$ cat src/rtl/alu_arb_pkg.sv
// Shared types and constants for the two-port ALU arbiter.
// Op sequencing states and the ALU idle opcode.
package alu_arb_pkg;

  localparam int DATA_W_DEF = 16;
  localparam int OP_W_DEF   = 4;

  localparam logic [3:0] OP_PASS = 4'b1100;

  typedef enum logic [1:0] {
    IDLE = 2'd0,
    EXEC = 2'd1,
    RESP = 2'd2
  } state_t;

endpackage

$ cat src/rtl/alu_arbiter_rr_arb2.sv
// Two-way round-robin grant.
// Pure combinational; the caller owns last_grant.
module rr_arb2 (
  input  logic [1:0] valid,
  input  logic       last_grant,
  output logic       gnt_any,
  output logic       gnt_id
);

  // a tie goes to the requester that did not win last time
  always_comb begin
    gnt_any = |valid;
    gnt_id  = 1'b0;
    unique case (1'b1)
      (valid == 2'b11): gnt_id = ~last_grant;
      (valid == 2'b10): gnt_id = 1'b1;
      default:          gnt_id = 1'b0;
    endcase
  end

endmodule

$ cat src/rtl/alu_arbiter.sv
// Shares one ALU between the EX stage (req 0) and debug (req 1).
// One op in flight: IDLE -> EXEC -> RESP, flag writes gated.
module alu_arbiter
  import alu_arb_pkg::*;
#(
  parameter int DATA_W   = DATA_W_DEF,
  parameter int OP_W     = OP_W_DEF,
  parameter int FLAG_REQ = 0
) (
  input  logic              clk,
  input  logic              rst,
  input  logic              r0_valid,
  output logic              r0_ready,
  input  logic [OP_W-1:0]   r0_op,
  input  logic [DATA_W-1:0] r0_a,
  input  logic [DATA_W-1:0] r0_b,
  input  logic              r1_valid,
  output logic              r1_ready,
  input  logic [OP_W-1:0]   r1_op,
  input  logic [DATA_W-1:0] r1_a,
  input  logic [DATA_W-1:0] r1_b,
  output logic              resp_valid,
  input  logic              resp_ready,
  output logic              resp_id,
  output logic [DATA_W-1:0] resp_data,
  output logic              resp_err,
  output logic [DATA_W-1:0] alu_in1,
  output logic [DATA_W-1:0] alu_in2,
  output logic [OP_W-1:0]   alu_op,
  output logic              alu_flag_en,
  input  logic [DATA_W-1:0] alu_out,
  input  logic              alu_error,
  output logic [7:0]        err_cnt
);

  localparam logic [OP_W-1:0] PASS    = OP_W'(OP_PASS);
  localparam logic            FLAG_ID = 1'(FLAG_REQ);

  state_t              state;
  state_t              state_nx;
  logic                last_grant;
  logic                gnt_any;
  logic                gnt_id;
  logic                accept;
  logic [OP_W-1:0]     op_q;
  logic [DATA_W-1:0]   a_q;
  logic [DATA_W-1:0]   b_q;
  logic                id_q;

  rr_arb2 u_arb (
    .valid      ({r1_valid, r0_valid}),
    .last_grant (last_grant),
    .gnt_any    (gnt_any),
    .gnt_id     (gnt_id)
  );

  assign accept  = (state == IDLE) && gnt_any;
  assign alu_in1 = a_q;
  assign alu_in2 = b_q;

  // next state, handshakes and ALU control
  always_comb begin
    state_nx    = state;
    r0_ready    = 1'b0;
    r1_ready    = 1'b0;
    resp_valid  = 1'b0;
    alu_op      = PASS;
    alu_flag_en = 1'b0;
    unique case (state)
      IDLE: begin
        r0_ready = gnt_any & ~gnt_id;
        r1_ready = gnt_any & gnt_id;
        if (accept) state_nx = EXEC;
      end
      EXEC: begin
        alu_op      = op_q;
        alu_flag_en = (id_q == FLAG_ID) & ~alu_error;
        state_nx    = RESP;
      end
      RESP: begin
        resp_valid = 1'b1;
        if (resp_ready) state_nx = IDLE;
      end
      default: state_nx = IDLE;
    endcase
  end

  // state register
  always_ff @(posedge clk or negedge rst) begin
    if (!rst) state <= IDLE;
    else      state <= state_nx;
  end

  // capture the granted op; last_grant=1 lets req 0 win the first tie
  always_ff @(posedge clk or negedge rst) begin
    if (!rst) begin
      last_grant <= 1'b1;
      op_q       <= '0;
      a_q        <= '0;
      b_q        <= '0;
      id_q       <= 1'b0;
    end else if (accept) begin
      last_grant <= gnt_id;
      op_q       <= gnt_id ? r1_op : r0_op;
      a_q        <= gnt_id ? r1_a  : r0_a;
      b_q        <= gnt_id ? r1_b  : r0_b;
      id_q       <= gnt_id;
    end
  end

  // latch the ALU result and count errors at the end of EXEC
  always_ff @(posedge clk or negedge rst) begin
    if (!rst) begin
      resp_data <= '0;
      resp_err  <= 1'b0;
      resp_id   <= 1'b0;
      err_cnt   <= 8'd0;
    end else if (state == EXEC) begin
      resp_data <= alu_out;
      resp_err  <= alu_error;
      resp_id   <= id_q;
      if (alu_error && err_cnt != 8'hFF)
        err_cnt <= err_cnt + 8'd1;
    end
  end

endmodule

$ cat config.mk
export PLATFORM = sky130hd
export DESIGN_NAME = alu_arbiter
export DESIGN_NICKNAME = d
export VERILOG_FILES = /design/src/rtl/alu_arb_pkg.sv /design/src/rtl/alu_arbiter_rr_arb2.sv /design/src/rtl/alu_arbiter.sv
export SDC_FILE = /design/constraint.sdc
export NUM_CORES = 1
export LEC_CHECK = 0
export ABC_AREA = 1
export BUFFER_PORTS_ARGS = -buffer_cell sky130_fd_sc_hd__buf_2
export CORE_MARGIN = 3
export CORE_UTILIZATION = 39
export DETAILED_ROUTE_END_ITERATION = 8
export PLACE_DENSITY = 0.83
export SYNTH_ARGS = -nofsm -noshare
export SYNTH_HDL_FRONTEND = slang
export SYNTH_HIERARCHICAL = 1
export SYNTH_SLANG_ARGS = --single-unit
export TNS_END_PERCENT = 10
$ cat constraint.sdc
create_clock -name clk -period 2.2 [get_ports clk]
set_input_delay 0.66 -clock clk [delete_from_list [all_inputs] [get_ports clk]]
set_output_delay 0.66 -clock clk [all_outputs]
set_load 0.02 [all_outputs]
# Word level (Yosys, flattened, before mapping)
# Cells that the tools add are included.
word_totals:
  word_cells: 43
  register_bits: 66
op_classes:
  muxes: 12
  reduce_logical: 6
  bitwise: 7
  eq_ne: 7
  n_addsub: 1
op_table:
  columns: ["operator", "n"]
  rows:
  - ["16-bit two-way mux", 2]
  - ["8-bit by 1-bit adder with 8-bit output, second input constant", 1]
  - ["4-bit two-way mux", 2]
  - ["8-bit != test, second input constant", 1]
  - ["2-bit equality test, second input constant", 3]
  - ["2-bit one-hot mux with 3 select lines", 1]
  - ["1-bit two-way mux", 4]
  - ["2-bit two-way mux", 2]
  - ["2-bit != test, second input constant", 2]
  - ["1-bit NOT", 4]
  - ["2-bit AND reduction", 2]
  - ["1-bit bitwise AND", 3]
  - ["2-bit by 1-bit equality test with 1-bit output, second input constant", 1]
  - ["1-bit logical AND", 2]
  - ["2-bit logical NOT", 1]
  - ["1-bit one-hot mux with 2 select lines", 1]
  - ["2-bit OR reduction", 1]

# Longest topological paths before layout
# Gate-level depths: netlist of run 1.
logic_depth:
  depth_word: 5
  mapped_depth: 8
  depth_no_buf: 8

# Modules after synthesis
# Netlist of run 1, hierarchy kept.
by_module_without_submodules:
  columns: ["module", "area_per_inst_um2", "n_inst", "cells_per_inst", "seq_area_each_um2"]
  rows:
  - ["alu_arbiter", 2921.6, 1, 358, 1652.8]
  - ["rr_arb2", 15.0, 1, 3, 0.0]

# Worst setup path after synthesis of run 1
# Ideal clock, no wire load.
synth_timing:
  kind: "input to output"
  start: "input r1_valid"
  end: "output r1_ready"
  path_buffers: 1
  slack_ps: 208
  arrival_time_ps: 1332
  path_stages: 5
  path_cell_list: "inv_1 a21oi_1 nand2_2 inv_4 buf_6"
synth_between:
  elab_chain_cells: 4
  word_cells_on_any_way: 6
  classes_between: "eq/ne: 2; mux: 2; bitwise: 1; reduce/logical: 1"
synth_rtl:
  columns: ["item", "line_no", "source"]
  rows:
  - ["from (decl)", "alu_arbiter.sv:17", "input logic r1_valid,"]
  - ["2-bit equality test, on equally long branches", "alu_arbiter_rr_arb2.sv:16, alu_arbiter_rr_arb2.sv:15", null]
  - ["1-bit one-hot mux with 2 select lines *", "alu_arbiter_rr_arb2.sv:14", "unique case (1'b1)"]
  - ["via gnt_id", "alu_arbiter.sv:43", "logic gnt_id;"]
  - ["1-bit bitwise AND *", "alu_arbiter.sv:72", "r1_ready = gnt_any & gnt_id;"]
  - ["1-bit two-way mux *", "alu_arbiter.sv:69", "unique case (state)"]
  - ["to (decl)", "alu_arbiter.sv:18", "output logic r1_ready,"]
# The timed path passes the listed nets; every way through them passes the cells marked *.

# Worst setup path in the final report of run 1
layout_timing:
  start: "input r0_valid"
  end: "output r1_ready"
layout_between:
  word_cells_on_any_way: 6
  classes_between: "eq/ne: 2; mux: 2; bitwise: 1; reduce/logical: 1"
layout_lines:
  columns: ["item", "line_no", "source"]
  rows:
  - ["from (decl)", "alu_arbiter.sv:12", "input logic r0_valid,"]
  - ["2-bit OR reduction", "alu_arbiter_rr_arb2.sv:12", "gnt_any = |valid;"]
  - ["via gnt_any", "alu_arbiter.sv:42", "logic gnt_any;"]
  - ["1-bit bitwise AND", "alu_arbiter.sv:72", null]
  - ["1-bit two-way mux", "alu_arbiter.sv:69", null]
# The timed path passes the listed nets, and every way through them passes these cells.

==> results of run 1 <==
-- cells by family after synthesis --
family / after synthesis / share of synthesized area, %
adders and majority gates: 1 / 0.4260
AOI/OAI and AO/OA: 5 / 0.8520
buffers and inverters: 28 / 5.539
DFF: 66 / 56.28
xor gates and xnor gates: 3 / 0.8949
and+or+nand+nor: 258 / 36.00
-- path summary, 6_finish.rpt --
| kind | startpoint | to | depth (start not counted) | slack (ps) |
|---|---|---|---|---|
| max reg2reg | last_grant$_DFFE_PN1P_ | alu_in1[9]$_DFFE_PN0P_ | 6 | 720 |
| max | r0_valid | r1_ready | 7 | 80 |
| min reg2reg | resp_data[1]$_DFFE_PN0P_ | resp_data[1]$_DFFE_PN0P_ | 2 | 480 |
| max in group asynchronous | rst | last_grant$_DFFE_PN1P_ | 2 | 1540 |
| min | rst | err_cnt[7]$_DFFE_PN0P_ | 2 | 330 |
| min in group clk | resp_data[1]$_DFFE_PN0P_ | resp_data[1]$_DFFE_PN0P_ | 2 | 480 |
-- where the power goes --
group          switching (µW)  leakage [µW]  internal (µW)  total (µW)
clock                     419     0.0000962            546         965
combinational            1750       0.00136            893        2640
sequential                326      0.000822           1780        2100
-- stage by stage --
step	total power (µW)	hold slack, ps
6_report	5709	330.7
5_1_grt	6170	360.0
4_1_cts	5785	349.9
3_5_place_dp	4793	460.9
3_3_place_gp	4717	456.6
2_1_floorplan	3883	364.4
-- layout make-up --
type / count / area (µm²) / share of cell area [%]
Tap cell: 99 / 123.9 / 3.095
Sequential cell: 66 / 1653 / 41.29
Inverter: 15 / 58.81 / 1.469
Clock inverter: 3 / 40.04 / 1.000
Timing Repair Buffer: 166 / 860.8 / 21.51
Multi-Input combinational cell: 267 / 1121 / 28.01
Clock buffer: 12 / 145.1 / 3.626
-- routing by layer --
metal	vias up	global-route usage [%]	wire length (µm)
li1	1444	-	-
met5	-	0	0
met3	8	4.305	593
met2	107	29.15	3570
met1	1352	22.38	3266
met4	0	5.495	59
-- Yosys cell counts, drive strengths merged (2+ instances only) --
master  count  area (µm²)
buf        12       100.1
dfrtp      65        1627
inv        15       58.81
nand2     201       764.5
nand3      40       200.2
nor2       12       62.56
o21ai       4       20.02
or2         3       18.77
xnor2       2       17.52
-- sequential cells by signal, indices dropped and copies added (netlist names), 2 cells and up --
name       count
alu_in2       16
resp_data     16
state          2
alu_in1       16
err_cnt        8
op_q           4
==> results.py, run 1 <==
metrics = {
    "detailed_routing": {
        "drt-vias-per-instance": 4.635,
        "firstDrtPassIters": 5,
        "drtIter0Drc": 121,
        "final_antenna_net_count": 0,
        "routedWlPerCell_um": 11.92,
        "drc_errors": 0,
        "wl_um": 7488,
        "vias": 2911,
    },
    "worst_setup_path": {
        "worst-path-buf-inv": 4,
        "slowest_delay_ps": 230,
        "crit_path_top_delay_cell": "or2_1",
        "startpoint_type": "primary input",
        "worstPathRequired_ps": 1540,
        "crit_path_end_kind": "primary output",
        "critPathMaxFanout": 4,
        "crit_type": "in2out",
        "critical_path.top_delay_family": "simple AND/OR/NAND/NOR gates",
        "worstPathArrival_ps": 1460,
        "crit_chain": "buf_2 -> or2_1 -> nand2_2 -> inv_2 -> nand2_2 -> inv_4 -> buf_2",
    },
    "global_routing": {
        "grt_max_degree": 67,
        "grt_pass1_wl_um": 12250,
        "grt_antenna_before_repair": 0,
        "grt-ovfl-total": 0,
        "track_usage_pct": 17.49,
        "grt_pass1_vias": 2749,
    },
    "finish": {
        "n_antenna_cell": 0,
        "final_cell_mix": "nand2_1, buf_2, dfrtp_1, nand3_1, inv_1",
        "final_common_cell": "nand2_1",
        "nets": 620,
        "drive_gt1_share_pct": 36.29,
        "utilization_pct": 54.89,
        "fill_cells": 665,
        "fin_cells": 628,
        "synthToLayoutAreaGrowth_pct": 36.30,
        "final_cell_area_um2": 4003,
    },
    "clock_network": {
        "post_cts.repair.setup_buffers": 0,
        "clkSlewWorstSetupHoldPaths_ps": 70,
        "cts_tree": "yes",
        "clockRootBuffer": "clkbuf_8",
        "h-tree-depth": 3,
        "cts.repair.resized": 0,
        "clk_path_buf_depth": 2,
        "ctsHoldBuffers": 0,
        "clk_latency_ps": 330,
        "cts_buffers": 9,
        "cts.sinks": 66,
    },
    "die": {
        "coreArea_um2": 7292,
        "ios": 160,
        "initial_core_util_pct": 40.27,
        "rows": 31,
        "die_h_um": 92.78,
        "die_area_um2": 8607,
        "fp.dieW_um": 92.78,
    },
    "sta": {
        "finalHoldViolCount": 0,
        "tns_ps": 0,
        "fin_skew_ps": 12.41,
        "setup_viol": 0,
        "setup_ws_ps": 81.54,
        "fmax_ghz": 0.4720,
        "drv_slew": 0,
        "period_needed_ps": 2118,
        "tightestPinTransition_ps": 368.0,
        "max-slew-margin-rel_pct": 75.47,
        "period_share_pct": 96.29,
        "grt_setup_unrepaired": "false",
    },
    "placement": {
        "dpl_worst_slack_ps": 83.01,
        "gp_congestion": 0.7887,
        "placed_area_um2": 3817,
        "port_buffers": 159,
        "dp_hpwl_um": 5553,
        "dp.cells": 613,
    },
    "synthesis": {
        "yosys_warnings": 6,
        "ys_types": 24,
        "synth-seq-cells": 66,
        "netlist_instances": 361,
        "seq_area_frac_synth_pct": 56.28,
        "synth_fp_nets": 456,
        "async_flop_share_pct": 100.0,
        "syn-cell-area_um2": 2937,
        "syn_area_per_cell_um2": 8.135,
        "ys.flop_type": "dfrtp_1",
        "synth_edf_count": 0,
    },
    "power": {
        "max-vdd-ir-drop_mv": 0.5857,
        "powerDensity_nw_per_um2": 1426,
        "p_leak_uw": 0.002279,
    },
    "worst_hold_path": {
        "hp-class": "in2async",
    },
    "outcome": {
        "status": "completed",
    },
    "job": {
        "maxCapViolCount": 0,
    },
}
(Power assumes the default switching activity.)
==> run 2: changes to the inputs <==
Settings changed: ABC_AREA 1 to 0, BUFFER_PORTS_ARGS -buffer_cell sky130_fd_sc_hd__buf_2 to -buffer_cell sky130_fd_sc_hd__buf_4, PLACE_DENSITY 0.83 to 0.84.
==> results.py, run 2 <==
metrics = {
    "sta": {
        "finalHoldViolCount": 0,
        "period_needed_ps": 2132,
        "fmax_ghz": 0.4690,
        "fin_skew_ps": 9.597,
        "setup_viol": 0,
        "tightestPinTransition_ps": 678.1,
        "drv_slew": 0,
        "tns_ps": 0,
        "max-slew-margin-rel_pct": 54.79,
        "period_share_pct": 96.91,
        "grt_setup_unrepaired": "false",
    },
    "worst_setup_path": {
        "crit_path_top_delay_cell": "or2_1",
        "slowest_delay_ps": 240,
        "critical_path.top_delay_family": "simple AND/OR/NAND/NOR gates",
        "crit_chain": "buf_4 -> or2_1 -> nand2_1 -> inv_2 -> nand2_1 -> inv_1 -> buf_4",
        "critPathMaxFanout": 3,
        "worst-path-buf-inv": 4,
        "startpoint_type": "primary input",
        "crit_type": "in2out",
        "worstPathArrival_ps": 1470,
        "crit_path_end_kind": "primary output",
        "worstPathRequired_ps": 1540,
    },
    "power": {
        "max-vdd-ir-drop_mv": 0.6899,
        "p_leak_uw": 0.002291,
        "powerDensity_nw_per_um2": 1382,
        "finalPower_uw": 6104,
    },
    "finish": {
        "drive_gt1_share_pct": 41.54,
        "utilization_pct": 62.91,
        "synthToLayoutAreaGrowth_pct": 51.85,
        "final_cell_mix": "buf_4, dfrtp_1, nand2_1, nor2_1",
        "n_antenna_cell": 0,
        "multi_input_area_um2": 1172,
        "register_area_um2": 1653,
        "final_common_cell": "buf_4",
        "nets": 545,
        "fill_cells": 597,
    },
    "global_routing": {
        "track_usage_pct": 17.44,
        "grt-ovfl-total": 0,
        "grt_antenna_before_repair": 0,
        "grt_pass1_vias": 2526,
        "grt_max_degree": 75,
        "grt_pass1_wl_um": 11790,
    },
    "synthesis": {
        "synth_fp_nets": 383,
        "synth_edf_count": 0,
        "syn_area_per_cell_um2": 10.10,
        "netlist_instances": 288,
        "seq_area_frac_synth_pct": 56.84,
        "ys.flop_type": "dfrtp_1",
        "syn-cell-area_um2": 2908,
        "synth-seq-cells": 66,
        "async_flop_share_pct": 100.0,
        "yosys_warnings": 6,
        "ys_top_cells_by_count": "dfrtp_1, nand2_1, nor2_1",
        "yosysTopAreaCellShare_pct": 55.94,
        "synth.most_common_cell": "dfrtp_1",
        "synth_area_leader_cell": "dfrtp_1",
        "ys_types": 28,
        "synthTopCellsByArea": "dfrtp_1, mux2i_1, nand2_1",
    },
    "detailed_routing": {
        "drc_errors": 0,
        "drtIter0Drc": 36,
        "wl_um": 7416,
        "routedWlPerCell_um": 13.46,
        "vias": 2561,
        "firstDrtPassIters": 4,
        "final_antenna_net_count": 0,
        "drt-vias-per-instance": 4.648,
    },
    "die": {
        "rows": 30,
        "initial_core_util_pct": 41.43,
        "die_area_um2": 8528,
        "coreArea_um2": 7019,
        "ios": 160,
        "fp.dieW_um": 92.35,
        "die_h_um": 92.35,
    },
    "worst_hold_path": {
        "hp-class": "in2async",
    },
    "clock_network": {
        "clk_path_buf_depth": 2,
        "clk_latency_ps": 320,
        "ctsHoldBuffers": 0,
        "cts_buffers": 9,
        "clockRootBuffer": "clkbuf_8",
        "cts.sinks": 66,
        "cts.repair.resized": 0,
        "post_cts.repair.setup_buffers": 0,
        "h-tree-depth": 3,
        "clkSlewWorstSetupHoldPaths_ps": 70,
        "cts_tree": "yes",
    },
    "placement": {
        "gp_congestion": 0.7728,
        "dp_hpwl_um": 5826,
        "port_buffers": 159,
    },
    "outcome": {
        "status": "completed",
    },
    "job": {
        "maxCapViolCount": 0,
    },
}
-- run 2: where the power goes --
part	leakage, µW	total (µW)	switching [µW]	internal, µW
Clock	0.0000974	969	417	553
Sequential	0.000771	2150	357	1790
Combinational	0.00142	2990	1710	1280
Total	0.00229	6100	2490	3620
-- run 2: area by class of cell --
class / instances / area share, %
clock inverters: 3 / 0.9068
inverters: 4 / 0.3400
multi-input cells: 202 / 26.55
repair buffers: 167 / 28.68
clock buffers: 13 / 3.372
well taps: 96 / 2.720
flip-flops and latches: 66 / 37.43
-- run 2: layer usage --
layer	GRT usage, %	wire length, µm	share of wire [%]
met1	20.94	2893	39
met2	29.37	3885	52
met3	5.280	565	7.6
met4	6.683	72	0.97
met5	0	0	0
-- run 2: worst paths after layout --
kind / from / to / slack [ps] / depth (start not counted)
max in group asynchronous: rst / last_grant$_DFFE_PN1P_ / 1360 / 2
worst min-delay path: rst / alu_in2[7]$_DFFE_PN0P_ / 260 / 1
worst max-delay path: r0_valid / r1_ready / 70 / 7
min in group clk: resp_data[4]$_DFFE_PN0P_ / resp_data[4]$_DFFE_PN0P_ / 480 / 2
worst min register to register: resp_data[4]$_DFFE_PN0P_ / resp_data[4]$_DFFE_PN0P_ / 480 / 2
worst max register to register: state[0]$_DFFE_PN0P_ / alu_in1[1]$_DFFE_PN0P_ / 650 / 6
-- run 2: cell families after synthesis --
logic type	count (synthesis)	synth area share (%)
XOR/XNOR	6	1.807
buffers and inverters	20	3.270
AO/OA/AOI/OAI	42	7.874
multiplexers	38	13.12
AND/OR/NAND/NOR	115	16.65
adder cells (fa/ha/maj)	1	0.4302
flip-flops	66	56.84
-- run 2: stage by stage --
stage / cells / cell area (µm²) / hold slack [ps] / setup WS [ps]
4_1_cts: 551 / 4414 / 260.4 / 2.622
5_1_grt: 551 / 4415 / 264.7 / 18.41
3_5_place_dp: 535 / 4225 / 468.1 / 62.60
2_1_floorplan: 288 / 2910 / 364.4 / 34.72
3_3_place_gp: 535 / 4225 / 460.3 / 72.82
6_report: 551 / 4415 / 263.0 / 68.01
